### src/rtl/ext_pkg.sv
`default_nettype none
// +-----------------------------------------------------------------------+
// | ext_pkg : shared types for the registered extension stage             |
// | Rev 1.0 : initial release                                             |
// +-----------------------------------------------------------------------+
package ext_pkg;

  localparam int MODE_W = 3;

  typedef enum logic [MODE_W-1:0] {
    EXT_ZERO = 3'b000,
    EXT_SIGN = 3'b001,
    EXT_LUI  = 3'b010,
    EXT_BOFF = 3'b011,
    EXT_LB   = 3'b100,
    EXT_LBU  = 3'b101,
    EXT_LH   = 3'b110,
    EXT_LHU  = 3'b111
  } ext_mode_e;

  typedef enum logic [1:0] {
    EMPTY = 2'd0,
    ONE   = 2'd1,
    TWO   = 2'd2
  } skid_state_e;

endpackage
`default_nettype wire

### src/rtl/ext_if.sv
`default_nettype none
// +-----------------------------------------------------------------------+
// | ext_if : producer/consumer handshake bundle around ext_stage          |
// | Rev 1.0 : initial release                                             |
// +-----------------------------------------------------------------------+
interface ext_if
  import ext_pkg::*;
#(
  parameter int IMM_W  = 16,
  parameter int DATA_W = 32,
  parameter int OFF_W  = $clog2(DATA_W/8)
);
  logic              in_valid;
  logic              in_ready;
  logic [MODE_W-1:0] in_mode;
  logic [IMM_W-1:0]  in_imm;
  logic [DATA_W-1:0] in_word;
  logic [OFF_W-1:0]  in_off;
  logic              flush;
  logic              out_valid;
  logic              out_ready;
  logic [DATA_W-1:0] out_data;
  logic              out_err;

  modport master (
    output in_valid, in_mode, in_imm, in_word, in_off, flush, out_ready,
    input  in_ready, out_valid, out_data, out_err
  );

  modport slave (
    input  in_valid, in_mode, in_imm, in_word, in_off, flush, out_ready,
    output in_ready, out_valid, out_data, out_err
  );
endinterface
`default_nettype wire

### src/rtl/ext_core.sv
`default_nettype none
// +-----------------------------------------------------------------------+
// | ext_core : combinational immediate / load-data extender               |
// | Rev 1.0 : initial release                                             |
// +-----------------------------------------------------------------------+
module ext_core
  import ext_pkg::*;
#(
  parameter int IMM_W  = 16,
  parameter int DATA_W = 32,
  parameter int OFF_W  = $clog2(DATA_W/8)
) (
  input  logic [MODE_W-1:0] mode_i,
  input  logic [IMM_W-1:0]  imm_i,
  input  logic [DATA_W-1:0] word_i,
  input  logic [OFF_W-1:0]  off_i,
  output logic [DATA_W-1:0] data_o,
  output logic              err_o
);

  logic [DATA_W-1:0] w_sext;
  logic [DATA_W-1:0] w_zext;
  logic [15:0]       w_half;
  logic [7:0]        w_byte;
  logic              w_misaligned;

  assign w_sext = {{(DATA_W-IMM_W){imm_i[IMM_W-1]}}, imm_i};
  assign w_zext = {{(DATA_W-IMM_W){1'b0}}, imm_i};

  // Shifting the word down zero-fills, so a halfword at the top byte lane
  // never reads past the word; that offset is odd and reports err anyway.
  assign w_half = 16'(word_i >> {off_i, 3'b000});
  assign w_byte = w_half[7:0];

  assign w_misaligned = mode_i[2] & mode_i[1] & off_i[0];

  always_comb begin
    data_o = '0;
    err_o  = 1'b0;
    case (ext_mode_e'(mode_i))
      EXT_ZERO: data_o = w_zext;
      EXT_SIGN: data_o = w_sext;
      EXT_LUI:  data_o = w_sext << IMM_W;
      EXT_BOFF: data_o = w_sext << 2;
      EXT_LB:   data_o = {{(DATA_W-8){w_byte[7]}}, w_byte};
      EXT_LBU:  data_o = {{(DATA_W-8){1'b0}}, w_byte};
      EXT_LH:   data_o = {{(DATA_W-16){w_half[15]}}, w_half};
      EXT_LHU:  data_o = {{(DATA_W-16){1'b0}}, w_half};
      default:  data_o = '0;
    endcase
    if (w_misaligned) begin
      data_o = '0;
      err_o  = 1'b1;
    end
  end

endmodule
`default_nettype wire

### src/rtl/ext_stage.sv
`default_nettype none
// +-----------------------------------------------------------------------+
// | ext_stage : extender followed by a 2-entry skid buffer                |
// | Rev 1.0 : initial release                                             |
// +-----------------------------------------------------------------------+
module ext_stage
  import ext_pkg::*;
#(
  parameter int IMM_W  = 16,
  parameter int DATA_W = 32,
  parameter int OFF_W  = $clog2(DATA_W/8)
) (
  input  logic clk,
  input  logic reset,
  ext_if.slave bus
);

  logic [DATA_W-1:0] w_data;
  logic              w_err;
  logic [DATA_W:0]   w_entry;
  logic              w_accept;
  logic              w_pop;

  skid_state_e       state_q;
  logic [DATA_W:0]   head_q;
  logic [DATA_W:0]   tail_q;

  ext_core #(
    .IMM_W  (IMM_W),
    .DATA_W (DATA_W),
    .OFF_W  (OFF_W)
  ) u_core (
    .mode_i (bus.in_mode),
    .imm_i  (bus.in_imm),
    .word_i (bus.in_word),
    .off_i  (bus.in_off),
    .data_o (w_data),
    .err_o  (w_err)
  );

  assign w_entry  = {w_err, w_data};
  assign w_accept = bus.in_valid & bus.in_ready;
  assign w_pop    = bus.out_valid & bus.out_ready;

  // Handshake outputs come straight from registers: no input-to-output path.
  assign bus.in_ready  = (state_q != TWO);
  assign bus.out_valid = (state_q != EMPTY);
  assign bus.out_data  = head_q[DATA_W-1:0];
  assign bus.out_err   = head_q[DATA_W];

  always_ff @(posedge clk or posedge reset) begin
    if (reset) begin
      state_q <= EMPTY;
      head_q  <= '0;
      tail_q  <= '0;
    end else if (bus.flush) begin
      state_q <= EMPTY;
    end else begin
      case (state_q)
        EMPTY: begin
          if (w_accept) begin
            head_q  <= w_entry;
            state_q <= ONE;
          end
        end
        ONE: begin
          if (w_accept && w_pop) begin
            head_q <= w_entry;
          end else if (w_accept) begin
            tail_q  <= w_entry;
            state_q <= TWO;
          end else if (w_pop) begin
            state_q <= EMPTY;
          end
        end
        TWO: begin
          if (w_pop) begin
            head_q  <= tail_q;
            state_q <= ONE;
          end
        end
        default: state_q <= EMPTY;
      endcase
    end
  end

endmodule
`default_nettype wire

### src/flat_wrapper.sv
// flat-port wrapper written by rule: the top's interface ports become plain ports
module ext_stage_flat import ext_pkg::*;
#(
  parameter int IMM_W  = 16,
  parameter int DATA_W = 32,
  parameter int OFF_W  = $clog2(DATA_W/8)
)
  (clk, reset, bus_in_valid, bus_in_mode, bus_in_imm, bus_in_word, bus_in_off, bus_flush, bus_out_ready, bus_in_ready, bus_out_valid, bus_out_data, bus_out_err);
  ext_if #(.IMM_W(IMM_W), .DATA_W(DATA_W), .OFF_W(OFF_W)) bus_i ();
  input  logic clk;
  input  logic reset;
  input wire logic [$bits(bus_i.in_valid)-1:0] bus_in_valid;
  input wire logic [$bits(bus_i.in_mode)-1:0] bus_in_mode;
  input wire logic [$bits(bus_i.in_imm)-1:0] bus_in_imm;
  input wire logic [$bits(bus_i.in_word)-1:0] bus_in_word;
  input wire logic [$bits(bus_i.in_off)-1:0] bus_in_off;
  input wire logic [$bits(bus_i.flush)-1:0] bus_flush;
  input wire logic [$bits(bus_i.out_ready)-1:0] bus_out_ready;
  output wire logic [$bits(bus_i.in_ready)-1:0] bus_in_ready;
  output wire logic [$bits(bus_i.out_valid)-1:0] bus_out_valid;
  output wire logic [$bits(bus_i.out_data)-1:0] bus_out_data;
  output wire logic [$bits(bus_i.out_err)-1:0] bus_out_err;
  assign bus_i.in_valid = bus_in_valid;
  assign bus_i.in_mode = bus_in_mode;
  assign bus_i.in_imm = bus_in_imm;
  assign bus_i.in_word = bus_in_word;
  assign bus_i.in_off = bus_in_off;
  assign bus_i.flush = bus_flush;
  assign bus_i.out_ready = bus_out_ready;
  assign bus_in_ready = bus_i.in_ready;
  assign bus_out_valid = bus_i.out_valid;
  assign bus_out_data = bus_i.out_data;
  assign bus_out_err = bus_i.out_err;
  ext_stage #(.IMM_W(IMM_W), .DATA_W(DATA_W), .OFF_W(OFF_W)) u_core (.clk(clk), .reset(reset), .bus(bus_i));
endmodule
### config.mk
export PLATFORM = sky130hd
export DESIGN_NAME = ext_stage_flat
export DESIGN_NICKNAME = d
export VERILOG_FILES = /design/src/rtl/ext_pkg.sv /design/src/rtl/ext_if.sv /design/src/rtl/ext_core.sv /design/src/rtl/ext_stage.sv /design/src/flat_wrapper.sv
export SDC_FILE = /design/constraint.sdc
export NUM_CORES = 1
export LEC_CHECK = 0
export CAP_MARGIN = 20
export CELL_PAD_IN_SITES_DETAIL_PLACEMENT = 1
export CELL_PAD_IN_SITES_GLOBAL_PLACEMENT = 1
export CORE_AREA = 2 2 108 110
export DETAILED_ROUTE_END_ITERATION = 10
export DIE_AREA = 0 0 110 112
export PLACE_DENSITY = 0.86
export SKIP_LAST_GASP = 1
export SLEW_MARGIN = 20
export SYNTH_ARGS = -nofsm -noshare
export SYNTH_HDL_FRONTEND = slang
export SYNTH_SLANG_ARGS = --single-unit
export TNS_END_PERCENT = 30
### constraint.sdc
create_clock -name clk -period 2.68 [get_ports clk]
set_input_delay 0.402 -clock clk [delete_from_list [all_inputs] [get_ports clk]]
set_output_delay 0.402 -clock clk [all_outputs]
set_load 0.01 [all_outputs]
==> results.txt <==
Status: finished clean
Share of cells above drive strength 1: 14.4%
CP max FO: 11
Met3 global-route usage: 4.16%
Fill cells: 1,259
GRT Total Usage: 24.2%
Post-synthesis average cell area: 9.58 µm²
Critical path capture point type: output pin
Share of the clock period used by the worst path after layout: 81.5%
CTS hold repair buffers: 0
Largest net degree at the start of global routing: 69
Setup violations, final: 0
IO Port Bufs: 92
Post-CTS Setup Bufs: 0
Die height: 112 µm
RSZ-0062 raised after global routing: false
Psw: 1.08 mW
Startpoint Class: flip-flop
Initial DRC count: 344
Most common cell after layout, fill and taps aside: clkdlybuf4s50_1
Mapped Cells: 447
Sequential area share after synthesis: 39.7%
Vias: 4,138
Synth async-reset ratio: 100%
Multi-input gate area: 2310 µm²
Crit path DAT: 1.78 ns
Clock latency on the worst-skew pair: 0.33 ns
Fin Hold WS: 0.470 ns
DP HPWL: 10,000 µm
Internal: 2.52 mW
Final ANT Viol Nets: 0
Clock Skews: 0.00480 ns
Die Wd: 110 µm
Die footprint: 12,300 µm²
Worst path slowest cell: clkdlybuf4s50_1
Largest area contributor in the netlist: dfrtp_1
Syn Nets: 505
Met1 usage: 32.7%
TritonCTS clock tree: yes
Power per cell area: 639 nW/µm²
Clock net sink count: 68
Post_cts resized: 0
#FFs+latches synth: 68
Netlist Area Pre-Place: 4280 µm²
Fin nets: 587
IO Count: 93
Synth top area share: 39.7%
Max-Cap Viols: 0
Largest stage delay, worst path: 0.54 ns
GRT Max-Usage Layer: met2
P&R area growth vs syn: 31.4%
Reg clk slew, reported paths: 0.05 ns
First-pass GRT wire length: 23,200 µm
GR Overflow Total: 0
Drt via density: 6.12
Setup TNS: 0 ns
Vias in the first global route: 4,379
Switching Share: 30.0%
Hold Vio Cnt, Final: 0
Area contributors post-synth: dfrtp_1 (40%), nand2_1 (4.6%), a21oi_1 (4.1%), nand3_1 (3.6%), mux2i_1 (3.3%)
Fmax: 458 MHz
Seq pwr share: 39.4%
Main flop type after synthesis: dfrtp_1
CTS max path bufs: 2
DRC Markers: 0
Synth Warn #: 0
Worst-margin pin slew: 0.643 ns
P_leak: 2.31 nW
Initial antenna violation count: 0
Starting Density: 38.3%
Worst path required time: 2.28 ns
Hold crit path type: input pin to async pin
Avg WL per Cell: 21.1 µm
Period minus WS final: 2.18 ns
Core area: 11,200 µm²
VDD IR max: 0.287 mV
CTS Buf Count: 9
WS Path Type: flip-flop to output pin
CP Cell Sequence: and2b_1 -> buf_4 -> inv_1 -> clkdlybuf4s50_1
CTS root buf: clkbuf_16
Final Slew Violations: 0
Clock power share: 32.6%
Gpl congestion: 0.879
Combinational share of power: 28.0%
Post-synth EDFFs: 0
DR pass1 iterations: 5
Met2 Usage GRT: 38.8%
Most frequent cells in the layout: clkdlybuf4s50_1 (92), dfrtp_1 (68), nand2_1 (52)
Rel. slew slack: 56.8%
Distinct cells, synth: 61
Ant diodes: 0
DRT Wirelength: 14,200 µm
Register area: 1700 µm²
# rows: 39
H-Tree Depth: 3
## layout make-up
type,count,area share (%)
clock inverter,2,0.622
timing repair buffer,114,20.0
multi-input combinational,329,41.1
sequential,68,30.2
tap,143,3.18
clock buffer,13,4.45
inverter,7,0.467
## flip-flops by register name (all words and copies together) (netlist names)
signal and cells:
u_core.tail_q 33, u_core.head_q 33, u_core.state_q 2
## Yosys cell counts (all sizes together) (7+ instances only)
master / number
a21oi: 45
clkbuf: 8
o21ai: 27
o211ai: 13
nand3: 31
dfrtp: 68
nand2: 53
a41oi: 14
mux2i: 14
nor2: 14
nand3b: 8
buf: 35
and3: 7
o31ai: 14
or4bb: 9
## stage by stage
step / setup slack, ns / utilization [%] / power [mW] / instance area, µm² / std cells
after floorplan: 0.566 / - / 1.94 / 4280 / 447
after global placement: 0.323 / 47.8 / 2.37 / 5340 / 661
after detailed placement: 0.255 / 47.8 / 2.43 / 5340 / 661
after CTS: 0.474 / 50.4 / 3.60 / 5630 / 676
after global routing: 0.337 / 50.4 / 3.76 / 5630 / 676
final: 0.496 / 50.4 / 3.59 / 5630 / 676
## final timing paths
kind	start	to	slack, ns	cells past startpoint
hold / removal	reset	u_core.head_q[22]$_DFFE_PP0P_	0.47	3
hold reg to reg	u_core.tail_q[5]$_DFFE_PP0P_	u_core.tail_q[5]$_DFFE_PP0P_	0.48	2
max in group asynchronous	reset	u_core.state_q[0]$_DFFE_PP0P_	1.90	3
setup / recovery	u_core.state_q[0]$_DFFE_PP0P_	bus_in_ready	0.50	4
min in group clk	u_core.tail_q[5]$_DFFE_PP0P_	u_core.tail_q[5]$_DFFE_PP0P_	0.48	2
setup reg to reg	u_core.state_q[0]$_DFFE_PP0P_	u_core.head_q[19]$_DFFE_PP0P_	0.83	6
## worst max-delay path, delay by kind of cell, from the launching register on
family / cells / cell delay (ns)
flops: 1 / 0.43
simple gates: 1 / 0.23
buf+inv: 3 / 0.80
## routing by layer
metal | vias up | wire [µm]
met5 | - | 0
met4 | 0 | 304
met3 | 23 | 1010
met1 | 2062 | 5940
met2 | 179 | 7000
li1 | 1874 | -
## logic make-up after synthesis
family / count (synthesis) / share of synthesized area (%)
simple gates: 149 / 19.8
compound gates: 158 / 28.3
buf+inv: 50 / 6.28
mux: 22 / 5.90
flops: 68 / 39.7
## power by group through the flow
stage / combinational [mW] / sequential [mW] / clock, mW
floorplan: 0.511 / 1.43 / 0
global placement: 0.958 / 1.41 / 0
detailed placement: 1.00 / 1.43 / 0
CTS: 1.01 / 1.41 / 1.17
global route: 1.10 / 1.44 / 1.22
finish: 1.01 / 1.41 / 1.17
Power figures use the tool's default switching activity.
